### src/rtl/bus_drive_arbiter_if.sv
// Bus-side signal bundle for bus_drive_arbiter: source requests, tri-state
// output enables, the resolved bus value and the registered consumer word.
interface bus_drive_arbiter_if #(
  parameter int N_SRC  = 4,
  parameter int SRC_W  = 2,
  parameter int DATA_W = 16
);
  logic [N_SRC-1:0]  req;
  logic [N_SRC-1:0]  en;
  logic [DATA_W-1:0] bus;
  logic [DATA_W-1:0] rx_data;
  logic              rx_valid;
  logic [SRC_W-1:0]  rx_src;
  logic              busy;

  // Arbiter side: owns the enables and the captured word.
  modport master (
    input  req, bus,
    output en, rx_data, rx_valid, rx_src, busy
  );

  // Source/consumer side.
  modport slave (
    output req, bus,
    input  en, rx_data, rx_valid, rx_src, busy
  );
endinterface

### src/rtl/bus_drive_arbiter.sv
// Round-robin owner of the shared tri-state data bus: one-hot output enables
// with a dead turnaround cycle between owners, plus a registered bus sampler.
module bus_drive_arbiter #(
  parameter int N_SRC     = 4,
  parameter int SRC_W     = 2,
  parameter int DATA_W    = 16,
  parameter int MAX_BURST = 4
) (
  input  logic                 clk,
  input  logic                 rst_n,
  bus_drive_arbiter_if.master  bif
);

  typedef enum logic [1:0] {
    IDLE  = 2'd0,
    DRIVE = 2'd1,
    TURN  = 2'd2
  } state_t;

  state_t            r_state, w_state_nxt;
  logic [N_SRC-1:0]  r_en, w_en_nxt;
  logic [SRC_W-1:0]  r_ptr, w_ptr_nxt;
  logic [3:0]        r_count, w_count_nxt;
  logic [SRC_W-1:0]  w_win, w_idx;
  logic              w_any;
  logic              w_capture;
  logic [DATA_W-1:0] r_rx_data;
  logic              r_rx_valid;
  logic [SRC_W-1:0]  r_rx_src;

  // Scan from the farthest candidate to the nearest so the nearest requester
  // after the pointer wins; the current owner (at the pointer) ranks last.
  always_comb begin
    w_any = 1'b0;
    w_win = r_ptr;
    w_idx = r_ptr;
    for (int k = N_SRC; k >= 1; k--) begin
      w_idx = SRC_W'((int'(r_ptr) + k) % N_SRC);
      if (bif.req[w_idx]) begin
        w_any = 1'b1;
        w_win = w_idx;
      end
    end
  end

  // NOTE: every output of this block is given a default first, so no path
  // leaves a signal unassigned and no latch is inferred.
  always_comb begin
    w_state_nxt = r_state;
    w_en_nxt    = '0;
    w_ptr_nxt   = r_ptr;
    w_count_nxt = r_count;
    w_capture   = 1'b0;
    unique case (r_state)
      IDLE, TURN: begin
        if (w_any) begin
          w_state_nxt = DRIVE;
          w_en_nxt    = N_SRC'(1) << w_win;
          w_ptr_nxt   = w_win;
          w_count_nxt = 4'd1;
        end else begin
          w_state_nxt = IDLE;
        end
      end
      DRIVE: begin
        w_capture = 1'b1;
        if (bif.req[r_ptr] && (r_count < 4'(MAX_BURST))) begin
          w_en_nxt    = r_en;
          w_count_nxt = r_count + 4'd1;
        end else begin
          // Drop the enable for one dead cycle before anyone drives again.
          w_state_nxt = TURN;
        end
      end
      default: w_state_nxt = IDLE;
    endcase
  end

  // NOTE: state is updated with non-blocking assignments so every register
  // samples the pre-edge values, independent of statement order.
  always_ff @(posedge clk) begin
    if (!rst_n) begin
      r_state    <= IDLE;
      r_en       <= '0;
      r_ptr      <= SRC_W'(N_SRC - 1);
      r_count    <= 4'd0;
      r_rx_data  <= '0;
      r_rx_valid <= 1'b0;
      r_rx_src   <= '0;
    end else begin
      r_state    <= w_state_nxt;
      r_en       <= w_en_nxt;
      r_ptr      <= w_ptr_nxt;
      r_count    <= w_count_nxt;
      r_rx_valid <= w_capture;
      if (w_capture) begin
        r_rx_data <= bif.bus;
        r_rx_src  <= r_ptr;
      end
    end
  end

  assign bif.en       = r_en;
  assign bif.rx_data  = r_rx_data;
  assign bif.rx_valid = r_rx_valid;
  assign bif.rx_src   = r_rx_src;
  assign bif.busy     = (r_state != IDLE);

endmodule
### src/flat_wrapper.sv
// flat-port wrapper written by rule: the top's interface ports become plain ports
module bus_drive_arbiter_flat 
#(
  parameter int N_SRC     = 4,
  parameter int SRC_W     = 2,
  parameter int DATA_W    = 16,
  parameter int MAX_BURST = 4
)
  (clk, rst_n, bif_req, bif_bus, bif_en, bif_rx_data, bif_rx_valid, bif_rx_src, bif_busy);
  bus_drive_arbiter_if #(.N_SRC(N_SRC), .SRC_W(SRC_W), .DATA_W(DATA_W)) bif_i ();
  input  logic clk;
  input  logic rst_n;
  input wire logic [$bits(bif_i.req)-1:0] bif_req;
  input wire logic [$bits(bif_i.bus)-1:0] bif_bus;
  output wire logic [$bits(bif_i.en)-1:0] bif_en;
  output wire logic [$bits(bif_i.rx_data)-1:0] bif_rx_data;
  output wire logic [$bits(bif_i.rx_valid)-1:0] bif_rx_valid;
  output wire logic [$bits(bif_i.rx_src)-1:0] bif_rx_src;
  output wire logic [$bits(bif_i.busy)-1:0] bif_busy;
  assign bif_i.req = bif_req;
  assign bif_i.bus = bif_bus;
  assign bif_en = bif_i.en;
  assign bif_rx_data = bif_i.rx_data;
  assign bif_rx_valid = bif_i.rx_valid;
  assign bif_rx_src = bif_i.rx_src;
  assign bif_busy = bif_i.busy;
  bus_drive_arbiter #(.N_SRC(N_SRC), .SRC_W(SRC_W), .DATA_W(DATA_W), .MAX_BURST(MAX_BURST)) u_core (.clk(clk), .rst_n(rst_n), .bif(bif_i));
endmodule
### config.mk
export PLATFORM = sky130hd
export DESIGN_NAME = bus_drive_arbiter_flat
export DESIGN_NICKNAME = d
export VERILOG_FILES = /design/src/rtl/bus_drive_arbiter_if.sv /design/src/rtl/bus_drive_arbiter.sv /design/src/flat_wrapper.sv
export SDC_FILE = /design/constraint.sdc
export NUM_CORES = 1
export LEC_CHECK = 0
export ABC_AREA = 1
export CELL_PAD_IN_SITES_DETAIL_PLACEMENT = 0
export CELL_PAD_IN_SITES_GLOBAL_PLACEMENT = 2
export CORE_MARGIN = 10
export CORE_UTILIZATION = 26
export DETAILED_ROUTE_END_ITERATION = 8
export PLACE_DENSITY_LB_ADDON = 0.25
export REMOVE_ABC_BUFFERS = 1
export SLEW_MARGIN = 20
export SYNTH_ARGS = -nofsm -noshare
export SYNTH_HDL_FRONTEND = slang
export SYNTH_SLANG_ARGS = --single-unit
### constraint.sdc
create_clock -name clk -period 2.1 [get_ports clk]
set_input_delay 0.42 -clock clk [delete_from_list [all_inputs] [get_ports clk]]
set_output_delay 0.42 -clock clk [all_outputs]
set_load 0.01 [all_outputs]
==> results of run 1 <==
## metrics by stage
step | util [%] | setup WS, ns | std cells | instance area (um^2)
after floorplan | - | 0.296 | 179 | 1330
after global placement | 37.0 | 0.174 | 297 | 1890
after detailed placement | 37.0 | 0.198 | 297 | 1890
after CTS | 39.3 | 0.263 | 305 | 2010
after global routing | 39.3 | 0.234 | 305 | 2010
final | 39.3 | 0.290 | 305 | 2010
## state kept, by name, indices dropped and copies added (netlist names)
| name | cells |
|---|---|
| u_core.bif.rx_data | 16 |
| u_core.bif.en | 4 |
| u_core.r_count | 4 |
| u_core.bif.rx_src | 2 |
| u_core.r_ptr | 2 |
| u_core.bif.rx_valid | 1 |
| u_core.r_state | 2 |
## power by group through the flow
| stage | registers (mW) | clock network (mW) | logic [mW] |
|---|---|---|---|
| 2_1_floorplan | 0.912 | 0 | 0.637 |
| 3_3_place_gp | 0.876 | 0 | 1.18 |
| 3_5_place_dp | 0.875 | 0 | 1.16 |
| 4_1_cts | 0.865 | 0.628 | 1.16 |
| 5_1_grt | 0.881 | 0.661 | 1.29 |
| 6_report | 0.861 | 0.607 | 1.14 |
## critical path: stages, from the launching register on
cell and delay [ns]:
dfxtp_1 0.34, or2_2 0.28, clkdlybuf4s50_1 0.49
## metal layers
metal	share of wire (%)	wire, um	vias up	global-route usage [%]
met1	44	1680	571	10.5
met4	1.1	40	0	3.47
met3	8.7	331	5	4.92
met5	0	0	-	0
met2	46	1740	29	14.8
li1	-	-	681	-
## worst max-delay path by stage
| stage | startpoint | end | depth (start not counted) |
|---|---|---|---|
| 2_1_floorplan | u_core.r_state[0] | u_core.r_count[1] | 9 |
| 5_1_grt | u_core.r_ptr[0] | u_core.r_ptr[0] | 11 |
| 4_1_cts | u_core.r_state[0] | bif_busy | 2 |
| 6_report | u_core.r_state[0] | bif_busy | 2 |
| 3_3_place_gp | bif_req[3] | u_core.r_ptr[0] | 12 |
| 3_5_place_dp | bif_req[3] | u_core.r_ptr[0] | 12 |
## synthesized netlist by cell type, drive strengths merged
cell | count | area [um^2]
nand4 | 3 | 25.0
nor3 | 2 | 15.0
dfxtp | 31 | 621
clkinv | 2 | 12.5
o21ai | 23 | 119
nor2 | 37 | 154
ha | 1 | 12.5
buf | 3 | 18.8
or2 | 1 | 6.26
inv | 16 | 65.1
nand3 | 6 | 35.0
clkbuf | 3 | 11.3
a21oi | 11 | 58.8
nand2 | 46 | 208
## kinds of logic after synthesis
family          count (synthesis)  share of synthesized area [%]
simple gates                   95                           32.5
compound gates                 34                           13.1
flops                          31                           45.6
buf+inv                        24                           7.90
fa+ha+maj                       1                          0.919
## final cells by class
class                      instances  area, um^2
fill                             549        3100
multi-input combinational        130         633
sequential                        31         621
timing repair buffer              48         473
tap                               70        87.6
clock buffer                       6        82.6
inverter                          18        77.6
clock inverter                     2        35.0
==> metrics.md, run 1 <==
| Metric | Value |
|---|---|
| Status | completed |
| DRT Pass-1 Iters | 4 |
| Global-route wire length before repair | 6510 um |
| Highest Clock Rate | 553 MHz |
| RePlAce Congestion | 0.794 |
| Final hold vios | 0 |
| Port bufs | 45 |
| Sink Count | 31 |
| Hold_buf cts | 0 |
| Tot GR Track Use | 9.38% |
| Sequential power share | 33.0% |
| FF-to-FF setup slack | 0.45 ns |
| Initial antenna violation count | 0 |
| Core footprint | 5110 um^2 |
| DR vias | 1,286 |
| Worst-path fanout max | 3 |
| DRC violation count after routing | 0 |
| Final Slew Violations | 0 |
| Pwr dens | 1300 nW/um^2 |
| Routed WL per cell | 12.4 um |
| Time the worst path needs with I/O delays and setup | 1.81 ns |
| DRT iter0 DRCs | 86 |
| Worst Hold Path EP | u_core.bif.en[1] |
| Vias per cell | 4.22 |
| Critical path endpoint category | output port |
| IO Pins | 46 |
| Hpwl dp | 2810 um |
| Total number of H-tree levels | 2 |
| Area growth syn-to-layout | 47.6% |
| Worst skew pair latency | 0.28 ns |
| Mapped Area | 1360 um^2 |
| Synth Warn # | 0 |
| Clock buffer depth | 2 |
| Diodes inserted | 0 |
| Hold Path Class | reg2reg |
| Switching share of power | 37.7% |
| Grt ovf | 0 |
| R2R cell count | 11 |
| RR Endpoint | u_core.r_ptr[0] |
| #FFs+latches synth | 31 |
| Leakage | 0.872 nW |
| Worst EP arrival | 1.39 ns |
| Vias in the first global route | 1,341 |
| NetSw | 0.983 mW |
| RSZ-0062 raised after global routing | no |
| Largest net degree at the start of global routing | 21 |
| Clk pwr share | 23.3% |
| Num rows | 26 |
| Worst Max-Slew Pin Slew | 0.480 ns |
| Initial Util | 26.7% |
| Syn Area/Cell | 7.36 um^2 |
| Gate power share | 43.7% |
| Pwr Total | 2.61 mW |
| Die ar. | 8530 um^2 |
| Root cell of the clock tree | clkbuf_8 |
| Commonest cells after routing, fill and taps aside | clkdlybuf4s50_1, nand2_1, nor2_1 |
| Internal Power | 1.62 mW |
| Commonest non-fill, non-tap cell in the layout | clkdlybuf4s50_1 |
| TritonCTS buffer count | 5 |
| Die Width | 92.4 um |
| Netlist cell types | 26 |
| Ratio of cells with drive above 1 in the final layout | 15.3% |
| Post-Syn Instances | 185 |
| Register area share after synthesis | 45.6% |
| Critical R2R Launch | u_core.r_ptr[0] |
| Rel. slew slack | 67.9% |
| Post-CTS Resized | 0 |
| Endpoints failing setup | 0 |
| Max Cap Viol | 0 |
| Detail Route Antenna Nets | 0 |
| # nets final | 257 |
| Hold path start | u_core.bif.en[1] |
| CTS clk-pin slew, worst paths | 0.06 ns |
| IR drop worst, VDD | 438 uV |
| Setup total negative slack | 0 ns |
| Crit path kind | reg2out |
| DRT Wirelength | 3800 um |
| Post-route clock period utilization | 86.2% |
| Worst hold slack | 0.468 ns |
| CP Data Required Time | 1.68 ns |
| Height of the die | 92.4 um |
| Hold path depth | 2 |
| CTS tree | built |
| Critical Path Start Type | flip-flop |
| Post-CTS Setup Inserts | 0 |
| Final Skew | 0.00860 ns |
Note: power is estimated with default switching activity, not from simulation.
==> run 2: changes to the inputs <==
--- a/config.mk
+++ b/config.mk
@@ -6,10 +6,12 @@
 export NUM_CORES = 1
 export LEC_CHECK = 0
 export ABC_AREA = 1
+export CAP_MARGIN = 20
 export CELL_PAD_IN_SITES_DETAIL_PLACEMENT = 0
 export CELL_PAD_IN_SITES_GLOBAL_PLACEMENT = 2
-export CORE_MARGIN = 10
+export CORE_MARGIN = 2
 export CORE_UTILIZATION = 26
+export CTS_CLUSTER_SIZE = 8
 export DETAILED_ROUTE_END_ITERATION = 8
 export PLACE_DENSITY_LB_ADDON = 0.25
 export REMOVE_ABC_BUFFERS = 1
==> run 2 against run 1 <==
Compared with the run above:
- non-clock buffer count down 1
- core utilization down 0.61 points
- worst hold slack worse by 0.0026 ns
- clock power down 27%
- critical path depth unchanged
- maximum frequency up 0.96%
- sequential share of layout area up 0.69 points
- sequential power about the same
- flip-flop and latch count unchanged
- combinational power about the same
- setup slack better by 0.017 ns
- largest cell class unchanged
- highest routed layer unchanged
==> metrics.md, run 2 (synthesized netlist as in run 1, its figures left out) <==
| Metric | Value |
|---|---|
| Diodes inserted | 0 (unchanged) |
| DR vias | 1,272 (-1.1%) |
| Time the worst path needs with I/O delays and setup | 1.79 ns (-0.0173 ns) |
| Root cell of the clock tree | clkbuf_8 |
| Fin area | 1970 um^2 (-2.2%) |
| Critical path endpoint category | output port |
| Ratio of cells with drive above 1 in the final layout | 14.1% (-1.2 points) |
| Die ar. | 5830 um^2 (-32%) |
| DRT Wirelength | 3400 um (-10%) |
| IO Pins | 46 (unchanged) |
| Final worst slack | 0.308 ns (+0.0173 ns) |
| DRT Pass-1 Iters | 3 (-1) |
| Core footprint | 5070 um^2 (-0.64%) |
| Port bufs | 45 (unchanged) |
| Final Skew | 0.00550 ns (-0.00310 ns) |
| Worst slack at placement | 0.171 ns (-0.0274 ns) |
| Post-CTS Resized | 0 (unchanged) |
| # nets final | 256 (-0.39%) |
| Hold path depth | 2 (unchanged) |
| Detail Route Antenna Nets | 0 (unchanged) |
| Max reg flops | 16 (unchanged) |
| Endpoints failing setup | 0 (unchanged) |
| Pwr dens | 1240 nW/um^2 (-4.5%) |
| Sink Count | 31 (unchanged) |
| Clk pwr share | 18.2% (-5.1 points) |
| Total number of H-tree levels | 2 (unchanged) |
| Final hold vios | 0 (unchanged) |
| Num rows | 26 (unchanged) |
| Highest Clock Rate | 558 MHz (+0.96%) |
| Worst Max-Slew Pin Slew | 0.484 ns (+0.00401 ns) |
| DRC violation count after routing | 0 (unchanged) |
| Worst-path fanout max | 3 (unchanged) |
| CTS tree | built |
| Status | completed |
| Sequential power share | 35.3% (+2.3 points) |
| NetSw | 0.964 mW (-1.9%) |
| Worst EP arrival | 1.37 ns (-0.02 ns) |
| Hpwl dp | 2460 um (-12%) |
| Rel. slew slack | 67.7% (-0.27 points) |
| Routed WL per cell | 11.2 um (-10%) |
| IR drop worst, VDD | 454 uV (+3.5%) |
| Filler cell count | 585 (+6.6%) |
| Tot GR Track Use | 13.0% (+3.6 points) |
| Max Cap Viol | 0 (unchanged) |
| Die Width | 76.4 um (-17%) |
| Global-route wire length before repair | 5980 um (-8.2%) |
| Clock buffer depth | 2 (unchanged) |
| Commonest cells after routing, fill and taps aside | clkdlybuf4s50_1, nand2_1, nor2_1 |
| Post-route clock period utilization | 85.4% (-0.82 points) |
| R2R cell count | 9 (-2) |
| Hold Path Class | reg2reg |
| Height of the die | 76.4 um (-17%) |
| Switching share of power | 39.6% (+1.9 points) |
| Vias per cell | 4.18 (-0.76%) |
| Crit path kind | reg2out |
| CTS clk-pin slew, worst paths | 0.06 ns (about the same) |
| Grt ovf | 0 (unchanged) |
| Leakage | 0.848 nW (-2.7%) |
| Gate power share | 46.6% (+2.9 points) |
| Internal Power | 1.47 mW (-9.4%) |
| Vias in the first global route | 1,322 (-1.4%) |
| Commonest non-fill, non-tap cell in the layout | clkdlybuf4s50_1 |
| Hold_buf cts | 0 (unchanged) |
| Final Slew Violations | 0 (unchanged) |
| Initial Util | 26.8% (+0.17 points) |
| TritonCTS buffer count | 5 (unchanged) |
| Post-CTS Setup Inserts | 0 (unchanged) |
| CP Data Required Time | 1.68 ns (about the same) |
| Initial antenna violation count | 0 (unchanged) |
| DRT iter0 DRCs | 19 (-78%) |
| RePlAce Congestion | 0.794 (unchanged) |
| Critical Path Start Type | flip-flop |
| Post-DP Area | 1880 um^2 (-0.40%) |
| Largest net degree at the start of global routing | 21 (unchanged) |
| Area growth syn-to-layout | 44.4% |
| Setup total negative slack | 0 ns (unchanged) |
| Worst skew pair latency | 0.28 ns (about the same) |
| RSZ-0062 raised after global routing | no |
[run 2: path summary, 6_finish.rpt]
check / start / end / slack [ns]
min reg2reg: u_core.r_count[3] / u_core.r_count[3] / 0.47
max reg2reg: u_core.r_ptr[0] / u_core.r_count[0] / 0.44
min: u_core.r_count[3] / u_core.r_count[3] / 0.47
max: u_core.r_state[0] / bif_busy / 0.31
[run 2: per-layer routing]
| layer | vias to the layer above | global-route usage [%] | share of wire, % |
|---|---|---|---|
| met2 | 28 | 22.3 | 46 |
| met1 | 558 | 14.4 | 46 |
| met5 | - | 0 | 0 |
| li1 | 681 | - | - |
| met3 | 5 | 4.74 | 5.7 |
| met4 | 0 | 5.45 | 1.8 |
[run 2: worst max-delay path: stages (launching register included)]
cell	delay, ns
dfxtp_1	0.35
or2_2	0.28
clkdlybuf4s50_1	0.47
[run 2: area by class of cell]
type / count / area, um^2 / area share, %
Clock inverter: 1 / 5.00 / 0.255
Sequential cell: 31 / 621 / 31.6
Timing Repair Buffer: 47 / 465 / 23.7
Inverter: 18 / 77.6 / 3.95
Clock buffer: 7 / 76.3 / 3.88
Tap cell: 70 / 87.6 / 4.46
Multi-Input combinational cell: 130 / 633 / 32.2
[run 2: through the flow]
step,cells,hold WS [ns],util (%),power [mW]
floorplan,179,0.438,-,1.55
global placement,296,0.460,37.1,2.04
detailed placement,296,0.459,37.1,2.02
CTS,304,0.468,38.7,2.48
global route,304,0.485,38.7,2.65
finish,304,0.465,38.7,2.43
[run 2: power by group through the flow]
stage / Clock (mW) / Sequential [mW] / Combinational [mW]
2_1_floorplan: 0 / 0.912 / 0.637
3_3_place_gp: 0 / 0.879 / 1.16
3_5_place_dp: 0 / 0.872 / 1.15
4_1_cts: 0.465 / 0.863 / 1.16
5_1_grt: 0.489 / 0.883 / 1.28
6_report: 0.442 / 0.859 / 1.13
==> run 3: changes to the inputs <==
--- a/config.mk
+++ b/config.mk
@@ -9,7 +9,6 @@
 export CAP_MARGIN = 20
 export CELL_PAD_IN_SITES_DETAIL_PLACEMENT = 0
 export CELL_PAD_IN_SITES_GLOBAL_PLACEMENT = 2
-export CORE_MARGIN = 2
 export CORE_UTILIZATION = 26
 export CTS_CLUSTER_SIZE = 8
 export DETAILED_ROUTE_END_ITERATION = 8
==> run 3 against run 2 <==
Compared with the run above:
- sequential power hardly changed
- sequential share of layout area is 0.20 points higher
- register-to-register slack hardly changed
- core utilization is 1.3 points higher
- clock skew is 0.0024 ns lower
- clock power is 4% lower
- via count is 0.94% higher
- setup slack worse by 0.025 ns
- critical endpoint unchanged
- highest routed layer unchanged
==> metrics.md, run 3 (synthesized netlist as in run 1, its figures left out) <==
| Metric | Value |
|---|---|
| Post-route clock period utilization | 86.6% (+1.2 points) |
| Finished Layout Cells | 299 (-1.6%) |
| Die Width | 74.4 um (-2.6%) |
| Worst-path fanout max | 3 (unchanged) |
| Post-CTS Setup Inserts | 0 (unchanged) |
| Pwr dens | 1230 nW/um^2 (-0.39%) |
| Grt ovf | 0 (unchanged) |
| Vias per cell | 4.29 (+2.6%) |
| Rel. slew slack | 68.0% (+0.30 points) |
| Final Core Density | 40.0% (+1.3 points) |
| Root cell of the clock tree | clkbuf_8 |
| Commonest non-fill, non-tap cell in the layout | clkdlybuf4s50_1 |
| Tot GR Track Use | 13.5% (+0.54 points) |
| Commonest cells after routing, fill and taps aside | clkdlybuf4s50_1, nand2_1, nor2_1 |
| Worst Max-Slew Pin Slew | 0.480 ns (-0.00455 ns) |
| Global-route wire length before repair | 5580 um (-6.7%) |
| Critical Path Start Type | flip-flop |
| Status | completed |
| FF-to-FF setup slack | 0.43 ns (about the same) |
| Ratio of cells with drive above 1 in the final layout | 13.8% (-0.31 points) |
| Crit path kind | reg2out |
| Post-CTS Resized | 0 (unchanged) |
| Max reg flops | 16 (unchanged) |
| # nets final | 256 (unchanged) |
| RSZ-0062 raised after global routing | no |
| Cell family with most CP delay | buffers and inverters |
| Height of the die | 74.4 um (-2.6%) |
| Core footprint | 4880 um^2 (-3.8%) |
| Diodes inserted | 0 (unchanged) |
| Initial antenna violation count | 0 (unchanged) |
| Area growth syn-to-layout | 43.5% |
| Endpoints failing setup | 0 (unchanged) |
| Leakage | 0.843 nW (-0.60%) |
| RePlAce Congestion | 0.734 (-7.6%) |
| IO Pins | 46 (unchanged) |
| Clock buffer depth | 2 (unchanged) |
| Critical path endpoint category | output port |
| Inst Count DP | 293 (-1.0%) |
| CP peak stage delay | 0.48 ns (about the same) |
| Setup total negative slack | 0 ns (unchanged) |
| Final Slew Violations | 0 (unchanged) |
| Die ar. | 5530 um^2 (-5.2%) |
| Pwr Total | 2.41 mW (-1.0%) |
| Detail Route Antenna Nets | 0 (unchanged) |
| Total number of H-tree levels | 2 (unchanged) |
| Hold Path Class | reg2reg |
| DRT Wirelength | 3220 um (-5.4%) |
| DR vias | 1,284 (+0.94%) |
| Final hold vios | 0 (unchanged) |
| IR drop worst, VDD | 413 uV (-9.0%) |
| TritonCTS buffer count | 5 (unchanged) |
| DRC violation count after routing | 0 (unchanged) |
| Time the worst path needs with I/O delays and setup | 1.82 ns (+0.0254 ns) |
| Worst skew pair latency | 0.28 ns (about the same) |
| Port bufs | 45 (unchanged) |
| Crit-path slowest cell | clkdlybuf4s50_1 |
| Sink Count | 31 (unchanged) |
| Initial Util | 27.9% (+1.1 points) |
| Vias in the first global route | 1,208 (-8.6%) |
| CTS tree | built |
| Hpwl dp | 2260 um (-8.2%) |
| Final Skew | 0.00309 ns (-0.00241 ns) |
| Worst EP arrival | 1.40 ns (+0.03 ns) |
| DRT Pass-1 Iters | 4 (+1) |
| CP Data Required Time | 1.68 ns (about the same) |
| CTS clk-pin slew, worst paths | 0.06 ns (about the same) |
| CP bufs+invs | 1 (unchanged) |
| Worst hold slack | 0.459 ns (-0.00558 ns) |
| Hold_buf cts | 0 (unchanged) |
| Routed WL per cell | 10.8 um (-3.9%) |
| Max Cap Viol | 0 (unchanged) |
| Largest net degree at the start of global routing | 21 (unchanged) |
| Num rows | 25 (-3.8%) |
| Highest Clock Rate | 550 MHz (-1.4%) |
| DRT iter0 DRCs | 42 (+23) |
| Cell Chain, Critical Path | or2_2, clkdlybuf4s50_1 |
-- run 3: per-stage QoR --
stage | cell area [um^2] | worst slack [ns]
2_1_floorplan | 1330 | 0.296
3_3_place_gp | 1880 | 0.143
3_5_place_dp | 1880 | 0.170
4_1_cts | 1950 | 0.272
5_1_grt | 1950 | 0.221
6_report | 1950 | 0.282
-- run 3: final cells by class --
class / instances / area, um^2
clock buffers: 6 / 72.6
fillers: 512 / 2930
inverters: 18 / 77.6
multi-input cells: 130 / 633
flip-flops and latches: 31 / 621
well taps: 67 / 83.8
repair buffers: 47 / 465
-- run 3: routing by layer --
| metal | GRT usage, % | part of all wire [%] | wire length (um) |
|---|---|---|---|
| met4 | 7.13 | 2.6 | 84 |
| met1 | 17.1 | 49 | 1570 |
| met2 | 20.1 | 42 | 1350 |
| met5 | 0 | 0 | 0 |
| met3 | 4.74 | 6.8 | 218 |
-- run 3: worst paths after layout --
path                             to  cells after the start               from
setup / recovery           bif_busy                      2  u_core.r_state[0]
hold / removal    u_core.r_count[3]                      2  u_core.r_count[3]
setup reg to reg  u_core.r_count[1]                     11    u_core.r_ptr[0]
hold reg to reg   u_core.r_count[3]                      2  u_core.r_count[3]
-- run 3: where the power goes --
part / leakage, nW / total, mW / internal [mW] / switching, mW
logic: 0.550 / 1.13 / 0.494 / 0.632
clock network: 0.0371 / 0.424 / 0.220 / 0.204
registers: 0.256 / 0.859 / 0.744 / 0.115
total: 0.843 / 2.41 / 1.46 / 0.951
-- run 3: worst min-delay path, stage by stage (launching register included) --
cell and delay (ns):
dfxtp_1 0.30, inv_1 0.07, nor3_1 0.05
